File: config.mk
export PLATFORM = sky130hd
export DESIGN_NAME = mux_scan_seq_flat
export DESIGN_NICKNAME = d
export VERILOG_FILES = /design/src/rtl/mux_scan_pkg.sv /design/src/rtl/mux_scan_seq_if.sv /design/src/rtl/mux_nto1.sv /design/src/rtl/mux_scan_seq.sv /design/src/flat_wrapper.sv
export SDC_FILE = /design/constraint.sdc
export NUM_CORES = 1
export LEC_CHECK = 0
export BUFFER_PORTS_ARGS = -buffer_cell sky130_fd_sc_hd__buf_2
export CORE_MARGIN = 10
export CORE_UTILIZATION = 48
export DETAILED_ROUTE_END_ITERATION = 8
export PLACE_DENSITY = 0.86
export SLEW_MARGIN = 20
export SYNTH_ARGS = -nofsm -noshare
export SYNTH_HDL_FRONTEND = slang
export SYNTH_SLANG_ARGS = --single-unit
File: constraint.sdc
create_clock -name clk -period 2.3 [get_ports clk]
set_input_delay 0.23 -clock clk [delete_from_list [all_inputs] [get_ports clk]]
set_output_delay 0.23 -clock clk [all_outputs]
set_load 0.1 [all_outputs]
File: src/rtl/mux_scan_pkg.sv
// Shared definitions for the scanning multiplexer.
//   state_t     : controller states (IDLE, SCAN, DRAIN), 2-bit encoding
//   MODE_DIRECT : read the one channel chosen by sel
//   MODE_SCAN   : stream every channel in ascending order
package mux_scan_pkg;

    typedef enum logic [1:0] {
        IDLE  = 2'd0,
        SCAN  = 2'd1,
        DRAIN = 2'd2
    } state_t;

    localparam logic MODE_DIRECT = 1'b0;
    localparam logic MODE_SCAN   = 1'b1;

endpackage

File: src/rtl/mux_scan_seq_if.sv
// Output beat bus of the scanning multiplexer (valid/ready handshake).
//   out_data  : channel value of the current beat
//   out_ch    : index of the channel carried in out_data
//   out_valid : a beat is being offered
//   out_ready : the consumer takes the beat when out_valid is high
// master = producer (the multiplexer), slave = consumer.
interface mux_scan_seq_if #(
    parameter  int WIDTH    = 1,
    parameter  int CHANNELS = 32,
    localparam int SEL_W    = $clog2(CHANNELS)
);
    logic [WIDTH-1:0] out_data;
    logic [SEL_W-1:0] out_ch;
    logic             out_valid;
    logic             out_ready;

    modport master (
        output out_data,
        output out_ch,
        output out_valid,
        input  out_ready
    );

    modport slave (
        input  out_data,
        input  out_ch,
        input  out_valid,
        output out_ready
    );
endinterface

File: src/rtl/mux_nto1.sv
// Combinational N:1 channel selector.
//   idx      : channel index
//   data_in  : flattened channel bus, channel k = data_in[k*WIDTH +: WIDTH]
//   data_out : selected channel, all zeros when idx >= CHANNELS
module mux_nto1 #(
    parameter  int WIDTH    = 1,
    parameter  int CHANNELS = 32,
    localparam int SEL_W    = $clog2(CHANNELS)
) (
    input  logic [SEL_W-1:0]          idx,
    input  logic [CHANNELS*WIDTH-1:0] data_in,
    output logic [WIDTH-1:0]          data_out
);

    // One-hot AND-OR structure: an index with no matching channel yields 0,
    // which gives the out-of-range behaviour for non power-of-2 CHANNELS.
    logic [WIDTH-1:0] masked [CHANNELS];

    for (genvar gi = 0; gi < CHANNELS; gi++) begin : g_ch
        assign masked[gi] = (idx == SEL_W'(gi)) ? data_in[gi*WIDTH +: WIDTH] : '0;
    end

    always_comb begin
        data_out = '0;
        for (int k = 0; k < CHANNELS; k++) begin
            data_out = data_out | masked[k];
        end
    end

endmodule

File: src/rtl/mux_scan_seq.sv
// Registered N-channel multiplexer with direct and scan modes.
//   clk, rst : clock, synchronous active-high reset
//   data_in  : flattened channel bus, sampled when a beat is loaded
//   sel      : channel for a direct read (sampled on start)
//   mode     : MODE_DIRECT / MODE_SCAN (sampled on start)
//   start    : begin an operation, honoured only when idle
//   busy     : high whenever the controller is not idle
//   done     : one-cycle pulse when the final beat has been accepted
//   sel_err  : one-cycle pulse for a direct start with sel >= CHANNELS
//   out_bus  : output beat stream (valid/ready)
module mux_scan_seq
    import mux_scan_pkg::*;
#(
    parameter  int WIDTH    = 1,
    parameter  int CHANNELS = 32,
    localparam int SEL_W    = $clog2(CHANNELS)
) (
    input  logic                      clk,
    input  logic                      rst,
    input  logic [CHANNELS*WIDTH-1:0] data_in,
    input  logic [SEL_W-1:0]          sel,
    input  logic                      mode,
    input  logic                      start,
    output logic                      busy,
    output logic                      done,
    output logic                      sel_err,
    mux_scan_seq_if.master            out_bus
);

    state_t           state_reg;
    logic [SEL_W-1:0] cnt_reg;
    logic [WIDTH-1:0] out_data_reg;
    logic [SEL_W-1:0] out_ch_reg;
    logic             out_valid_reg;
    logic             busy_reg;
    logic             done_reg;
    logic             sel_err_reg;

    logic [SEL_W-1:0] idx;
    logic [WIDTH-1:0] chan_val;
    logic             sel_ok;
    logic             load_scan;

    // A single selector serves both paths: sel while idle (direct load),
    // the scan counter otherwise.
    assign idx = (state_reg == IDLE) ? sel : cnt_reg;

    mux_nto1 #(
        .WIDTH    (WIDTH),
        .CHANNELS (CHANNELS)
    ) u_mux (
        .idx      (idx),
        .data_in  (data_in),
        .data_out (chan_val)
    );

    // Extra bit so CHANNELS itself is representable when it is a power of 2.
    assign sel_ok    = ({1'b0, sel} < (SEL_W + 1)'(CHANNELS));
    // Output register is free, or its beat leaves on this edge.
    assign load_scan = !out_valid_reg || out_bus.out_ready;

    always_ff @(posedge clk) begin
        if (rst) begin
            state_reg     <= IDLE;
            cnt_reg       <= '0;
            out_data_reg  <= '0;
            out_ch_reg    <= '0;
            out_valid_reg <= 1'b0;
            busy_reg      <= 1'b0;
            done_reg      <= 1'b0;
            sel_err_reg   <= 1'b0;
        end else begin
            done_reg    <= 1'b0;
            sel_err_reg <= 1'b0;
            case (state_reg)
                IDLE: begin
                    if (start) begin
                        if (mode == MODE_SCAN) begin
                            cnt_reg   <= '0;
                            state_reg <= SCAN;
                            busy_reg  <= 1'b1;
                        end else if (sel_ok) begin
                            out_data_reg  <= chan_val;
                            out_ch_reg    <= sel;
                            out_valid_reg <= 1'b1;
                            state_reg     <= DRAIN;
                            busy_reg      <= 1'b1;
                        end else begin
                            sel_err_reg <= 1'b1;
                        end
                    end
                end
                SCAN: begin
                    if (load_scan) begin
                        out_data_reg  <= chan_val;
                        out_ch_reg    <= cnt_reg;
                        out_valid_reg <= 1'b1;
                        // Counter parks on the last channel; DRAIN hands off
                        // the final beat.
                        if (cnt_reg == SEL_W'(CHANNELS - 1)) begin
                            state_reg <= DRAIN;
                        end else begin
                            cnt_reg <= cnt_reg + SEL_W'(1);
                        end
                    end
                end
                DRAIN: begin
                    if (out_valid_reg && out_bus.out_ready) begin
                        out_valid_reg <= 1'b0;
                        done_reg      <= 1'b1;
                        busy_reg      <= 1'b0;
                        state_reg     <= IDLE;
                    end
                end
                default: begin
                    state_reg     <= IDLE;
                    out_valid_reg <= 1'b0;
                    busy_reg      <= 1'b0;
                end
            endcase
        end
    end

    assign out_bus.out_data  = out_data_reg;
    assign out_bus.out_ch    = out_ch_reg;
    assign out_bus.out_valid = out_valid_reg;
    assign busy              = busy_reg;
    assign done              = done_reg;
    assign sel_err           = sel_err_reg;

endmodule

File: src/flat_wrapper.sv
// flat-port wrapper written by rule: the top's interface ports become plain ports
module mux_scan_seq_flat import mux_scan_pkg::*;
#(
    parameter  int WIDTH    = 1,
    parameter  int CHANNELS = 32,
    localparam int SEL_W    = $clog2(CHANNELS)
)
  (clk, rst, data_in, sel, mode, start, busy, done, sel_err, out_bus_out_data, out_bus_out_ch, out_bus_out_valid, out_bus_out_ready);
  mux_scan_seq_if #(.WIDTH(WIDTH), .CHANNELS(CHANNELS)) out_bus_i ();
  input  logic clk;
  input  logic rst;
  input  logic [CHANNELS*WIDTH-1:0] data_in;
  input  logic [SEL_W-1:0] sel;
  input  logic mode;
  input  logic start;
  output logic busy;
  output logic done;
  output logic sel_err;
  output wire logic [$bits(out_bus_i.out_data)-1:0] out_bus_out_data;
  output wire logic [$bits(out_bus_i.out_ch)-1:0] out_bus_out_ch;
  output wire logic [$bits(out_bus_i.out_valid)-1:0] out_bus_out_valid;
  input wire logic [$bits(out_bus_i.out_ready)-1:0] out_bus_out_ready;
  assign out_bus_out_data = out_bus_i.out_data;
  assign out_bus_out_ch = out_bus_i.out_ch;
  assign out_bus_out_valid = out_bus_i.out_valid;
  assign out_bus_i.out_ready = out_bus_out_ready;
  mux_scan_seq #(.WIDTH(WIDTH), .CHANNELS(CHANNELS)) u_core (.clk(clk), .rst(rst), .data_in(data_in), .sel(sel), .mode(mode), .start(start), .busy(busy), .done(done), .sel_err(sel_err), .out_bus(out_bus_i));
endmodule
Word level (Yosys, flattened, before mapping)
Index checks and enable logic that the tools add are counted.
{ "classes": {"add_sub_neg": 1, "mul": 0, "div_mod_pow": 0, "magnitude_cmp": 0, "eq_ne": 41, "shifts": 0, "mux": 60, "bitwise": 33, "n_reduce_logical": 12} }
{ "op_table": {"columns": ["op", "n"], "rows": [
  ["$eq 5x5->1 const B", 17],
  ["$mux 1", 41],
  ["$eq 5x4->1 const B", 8],
  ["$mux 5", 8],
  ["$or 1x1->1", 31],
  ["$eq 5x3->1 const B", 4],
  ["$pmux 5 s2", 2],
  ["$reduce_and 4->1", 3],
  ["$eq 5x2->1 const B", 2],
  ["$mux 2", 5],
  ["$ne 2x2->1 const B", 4],
  ["$ne 2x1->1 const B", 3],
  ["$pmux 1 s3", 2],
  ["$pmux 2 s3", 1],
  ["$add 5x1->5 const B", 1],
  ["$eq 5x1->1 const B", 1],
  ["$logic_not 5->1", 1],
  ["$reduce_and 5->1", 1],
  ["$reduce_and 3->1", 1],
  ["$eq 2x1->1 const B", 1],
  ["$eq 2x2->1 const B", 1],
  ["$logic_not 2->1", 1],
  ["$not 1->1", 2],
  ["$pmux 1 s2", 1],
  ["5 further kinds", 5]
]} }
{ "totals": {"ff_bits": 16, "latchBits": 0, "mem_bits_rw": 0, "mem_bits_ro": 0, "input_bits": 42, "output_inout_bits": 10, "elab_cells": 154, "mem_count": 0} }

Depth between registers and ports, before layout
{ "depth": {"depth_word": 38, "depth_mapped": 8, "mapped_depth_nobuf": 8} }

Modules after synthesis
Synthesis repeated with hierarchy kept, for this count alone.
{ "unflattened": {"cells_unflattened": 154, "area_unflattened_um2": 1332.5} }
{ "by_module_without_submodules": {"columns": ["module", "instances", "cells_each", "area_each_um2", "seq_area_each_um2"], "rows": [
  ["mux_scan_seq", 1, 96, 904.6, 320.3],
  ["mux_nto1", 1, 58, 427.9, 0.0]
]} }

Worst setup path before layout
Ideal clock, no wire load.
{ "synth_timing": {"path_kind": "register -> register", "startpoint": "register u_core.out_valid_reg (netlist: u_core.out_bus.out_valid)", "endpoint": "register u_core.out_data_reg (netlist: u_core.out_bus.out_data)", "setup_time_ns": 0.132, "t_arrival_ns": 1.818, "required_ns": 2.168, "path_slack_ns": 0.350, "stages_incl_launch_ff": 7, "n_path_buf": 1, "period_less_slack_ns": 1.950, "path_cell_list": "dfxtp_1 -> nand2b_1 -> a22oi_1 -> nor2_1 -> clkbuf_1 -> nor2_1 -> a211oi_2"} }
{ "synth_via": {"elab_chain_cells": 4} }
{ "synth_rtl": {"columns": ["item", "line", "source"], "rows": [
  ["start: declaration", "mux_scan_seq.sv:34", "logic out_valid_reg;"],
  ["start signal: assignment", "mux_scan_seq.sv:68", "out_valid_reg <= 1'b0;"],
  ["start signal: assignment", "mux_scan_seq.sv:85", "out_valid_reg <= 1'b1;"],
  ["start signal: assignment", "mux_scan_seq.sv:97", "out_valid_reg <= 1'b1;"],
  ["$logic_not 1->1", "mux_scan_seq.sv:60", "assign load_scan = !out_valid_reg || out_bus.out_ready;"],
  ["$logic_or 1x1->1", "mux_scan_seq.sv:60", null],
  ["$ne 2x1->1 (no source line)", null, null],
  ["$reduce_and 4->1 (no source line)", null, null],
  ["end signal: assignment", "mux_scan_seq.sv:83", "out_data_reg <= chan_val;"],
  ["end signal: assignment", "mux_scan_seq.sv:95", "out_data_reg <= chan_val;"],
  ["end: declaration", "mux_scan_seq.sv:32", "logic [WIDTH-1:0] out_data_reg;"]
]} }
Every way passes these cells.
A chain may end at the register's enable or synchronous reset.

Worst setup path in the final report
{ "layout_timing": {"startpoint": "register u_core.state_reg[1]", "endpoint": "register u_core.out_data_reg (netlist: u_core.out_bus.out_data)"} }
{ "layout_via": {"elab_chain_cells": 38, "word_cells_on_any_way": 107, "cone_classes": "35 x eq/ne; 37 x mux; 31 x bitwise; 4 x reduce/logical"} }
{ "layout_rtl": {"columns": ["item", "line", "source"], "rows": [
  ["start: declaration", "mux_scan_seq.sv:30", "state_t state_reg;"],
  ["start signal: assignment", "mux_scan_seq.sv:64", "state_reg <= IDLE;"],
  ["start signal: assignment", "mux_scan_seq.sv:80", "state_reg <= SCAN;"],
  ["start signal: assignment", "mux_scan_seq.sv:86", "state_reg <= DRAIN;"],
  ["$logic_not 2->1", "mux_scan_seq.sv:46, mux_scan_seq.sv:75", null],
  ["$mux 5", "mux_scan_seq.sv:46", "assign idx = (state_reg == IDLE) ? sel : cnt_reg;"],
  ["$eq 5x1->1 / $logic_not 5->1 (equally long branches)", "mux_nto1.sv:20", "assign masked[gi] = (idx == SEL_W'(gi)) ? data_in[gi*WIDTH +: WIDTH] : '0;"],
  ["$mux 1", "mux_nto1.sv:20", null],
  ["$or 1x1->1 (31 in a row)", "mux_nto1.sv:26", "data_out = data_out | masked[k];"],
  ["$mux 1", "mux_scan_seq.sv:78", "if (mode == MODE_SCAN) begin"],
  ["$mux 1", "mux_scan_seq.sv:77", "if (start) begin"],
  ["$pmux 1 s2", "mux_scan_seq.sv:75", "case (state_reg)"]
]} }
Several ways; a longest one is shown, not always the timed one. The select of a mux whose other input is x is not followed.

==> flow_summary.yaml <==
critical_path:
  critPathMaxFanout: 19
  reg2reg_depth: 6
  worstSetupPathType: "register to register"
  rr_startpoint: "u_core.state_reg[1]"
  start_kind: "register"
  crit_required_ns: 2.49
  worstSetupEndpointType: "register"
  reg2reg_slack_ns: 0.20
  cp.arrival_ns: 2.29
  worst_r2r_endpoint: "u_core.out_bus.out_data"
synth:
  synthArstFlopShare_pct: 0
  synth.avg_cell_area_um2: 7.811
  synth_ff_type: "dfxtp_1"
  syn-instance-count: 169
  yosysUniqueCellTypes: 43
  yosysSeqAreaShare_pct: 24.27
  synth_fp_nets: 213
  yosys_register_bits: 16
  synth_area_um2: 1320
  ys_warn_count: 0
  synth_edf_count: 0
floorplan:
  die_h_um: 72.44
  start_util_pct: 51.87
  rows: 18
  coreArea_um2: 2545
  io_pins: 52
  die_x_um: 72.44
  dieArea_um2: 5248
clock_network:
  cts-root-buf: "clkbuf_4"
  ctsResizeCount: 0
  cts_num_sinks: 16
  cts_buffers: 3
  clk_latency_ns: 0.30
  cts_setup_buffers: 0
  clockBufferDepth: 2
  hold_buffers: 0
  cts_tree: "done"
  clk_transition_reported_paths_ns: 0.10
  htree_levels: 1
finish:
  area_delta_synth_final_pct: 21.42
  antenna_cells: 0
  nets: 260
  multi_input_area_um2: 909.6
  seq_area_um2: 320.3
  final_util_pct: 62.98
  drive_above_1_share_pct: 30.70
  fillCellCount: 254
run_status:
  status: "finished, final reports clean"
placed_design:
  routabilityCongestion: 0.8932
  pre_cts_slack_ns: 0.2393
  port_buffers: 50
  dp_hpwl_um: 3072
sta:
  tightest_slew_ns: 0.7792
  setup-tns-final_ns: 0
  rsz0062_at_grt: "false"
  relSlewSlack_pct: 47.70
  drv_slew: 0
  min_period_ns: 2.101
  max_freq_mhz: 475.9
  hold_viol_final: 0
  final.setup.worst_slack_ns: 0.1989
  finalSetupViolations: 0
  skew_ns: 0.005810
  period_share_pct: 91.35
power:
  total_power_uw: 900.6
  irDropWorstVdd_v: 0.0004906
  p_leak_nw: 0.6900
  p_per_area_nw_per_um2: 561.9
global_route:
  antenna_found_initial: 0
  grt_pass1_vias: 1452
  grt_util_all_layers_pct: 14.99
  grt_max_degree: 20
  grt_pass1_wl_um: 6637
  grt_overflow: 0
job:
  drv_cap: 0
drt:
  drt_iter0_markers: 101
  drc_errors: 0
  wl_per_cell_um: 16.17
  ant_nets: 0
  drt-total-wl_um: 3962
  dr.pass1.iters: 4
  viasPerCell: 6.045
  vias: 1481
min_path:
  hold_path_end: "u_core.done"
  holdPathStages: 3
  worstHoldPathType: "primary input to register"
  holdCritStartpoint: "out_bus_out_ready"
[routing by layer]
layer	global-route usage, %	part of all wire [%]	vias to the layer above
li1	-	-	740
met1	17.27	44	659
met2	23.42	42	73
met3	6.531	12	9
met4	6.751	2.0	0
met5	0	0	-
[cell usage after synthesis (all sizes together) (2+ instances only)]
cell    instances  area (um2)
nor2           24       97.59
dfxtp          16       320.3
a21oi          10       50.05
mux2i           9       90.09
a211oi          8       65.06
a22oi           8       60.06
clkbuf          8       30.03
nor3            8       40.04
o21ai           8       47.55
a31oi           7       43.79
nand2           6       22.52
nand2b          6       37.54
inv             5       18.77
nand3           5       25.02
nand3b          5       37.54
buf             4       41.29
a222oi          3       30.03
nand4           3       18.77
or4b            3       30.03
ha              2       25.02
nor2b           2       12.51
nor4b           2       23.77
o22ai           2       12.51
[metrics by stage]
step / cell area (um2) / hold slack [ns] / cells
final: 1603 / 0.1846 / 245
after global routing: 1603 / 0.1776 / 245
after CTS: 1603 / 0.1815 / 245
after detailed placement: 1567 / 0.4945 / 241
after global placement: 1567 / 0.4883 / 241
after floorplan: 1320 / 0.3028 / 169
[logic make-up (layout without fill, tap and decap cells)]
kind of cell / after synthesis / count (layout) / share of synthesized area [%]
compound gates: 55 / 55 / 30.05
simple gates: 68 / 68 / 29.00
mux: 10 / 10 / 7.678
fa+ha+maj: 2 / 2 / 1.895
other cells: 1 / 1 / 0.2841
flops: 16 / 16 / 24.27
buf+inv: 17 / 63 / 6.825
[area by class of cell]
| class | instances | area share (%) |
|---|---|---|
| clock buffer | 4 | 2.264 |
| inverter | 5 | 1.171 |
| multi-input combinational | 136 | 56.75 |
| sequential | 16 | 19.98 |
| tap | 30 | 2.342 |
| timing repair buffer | 54 | 17.49 |
[worst max-delay path by stage]
stage	from	end	slack (ns)
6_report	u_core.state_reg[1]	u_core.out_bus.out_data	0.20
5_1_grt	u_core.state_reg[1]	u_core.out_bus.out_data	0.003
4_1_cts	u_core.state_reg[1]	u_core.out_bus.out_data	0.21
3_5_place_dp	u_core.state_reg[1]	u_core.out_bus.out_data	0.24
3_3_place_gp	u_core.state_reg[1]	u_core.out_bus.out_data	0.30
2_1_floorplan	u_core.out_bus.out_valid	u_core.out_bus.out_data	0.35
[power breakdown]
group | internal (mW) | switching, mW
registers | 0.297 | 0.0168
logic | 0.121 | 0.274
clock network | 0.0967 | 0.0943
[worst max-delay path, stage by stage, from the launching register on]
cell	delay, ns
dfxtp_1	0.39
nor2_4	0.43
mux2i_1	0.36
o211a_1	0.20
nand4_1	0.09
o41ai_1	0.40
a211oi_2	0.11
[cell usage in the layout (no fill, tap or decap), types with 7 or more instances in the layout]
master    instances
buf_2            50
nor3_1            8
a31oi_1           7
a21oi_1          10
a22oi_1           8
mux2i_1           9
nor2_1           23
dfxtp_1          16
a211oi_1          7
Note: power is estimated with default switching activity, not from simulation.
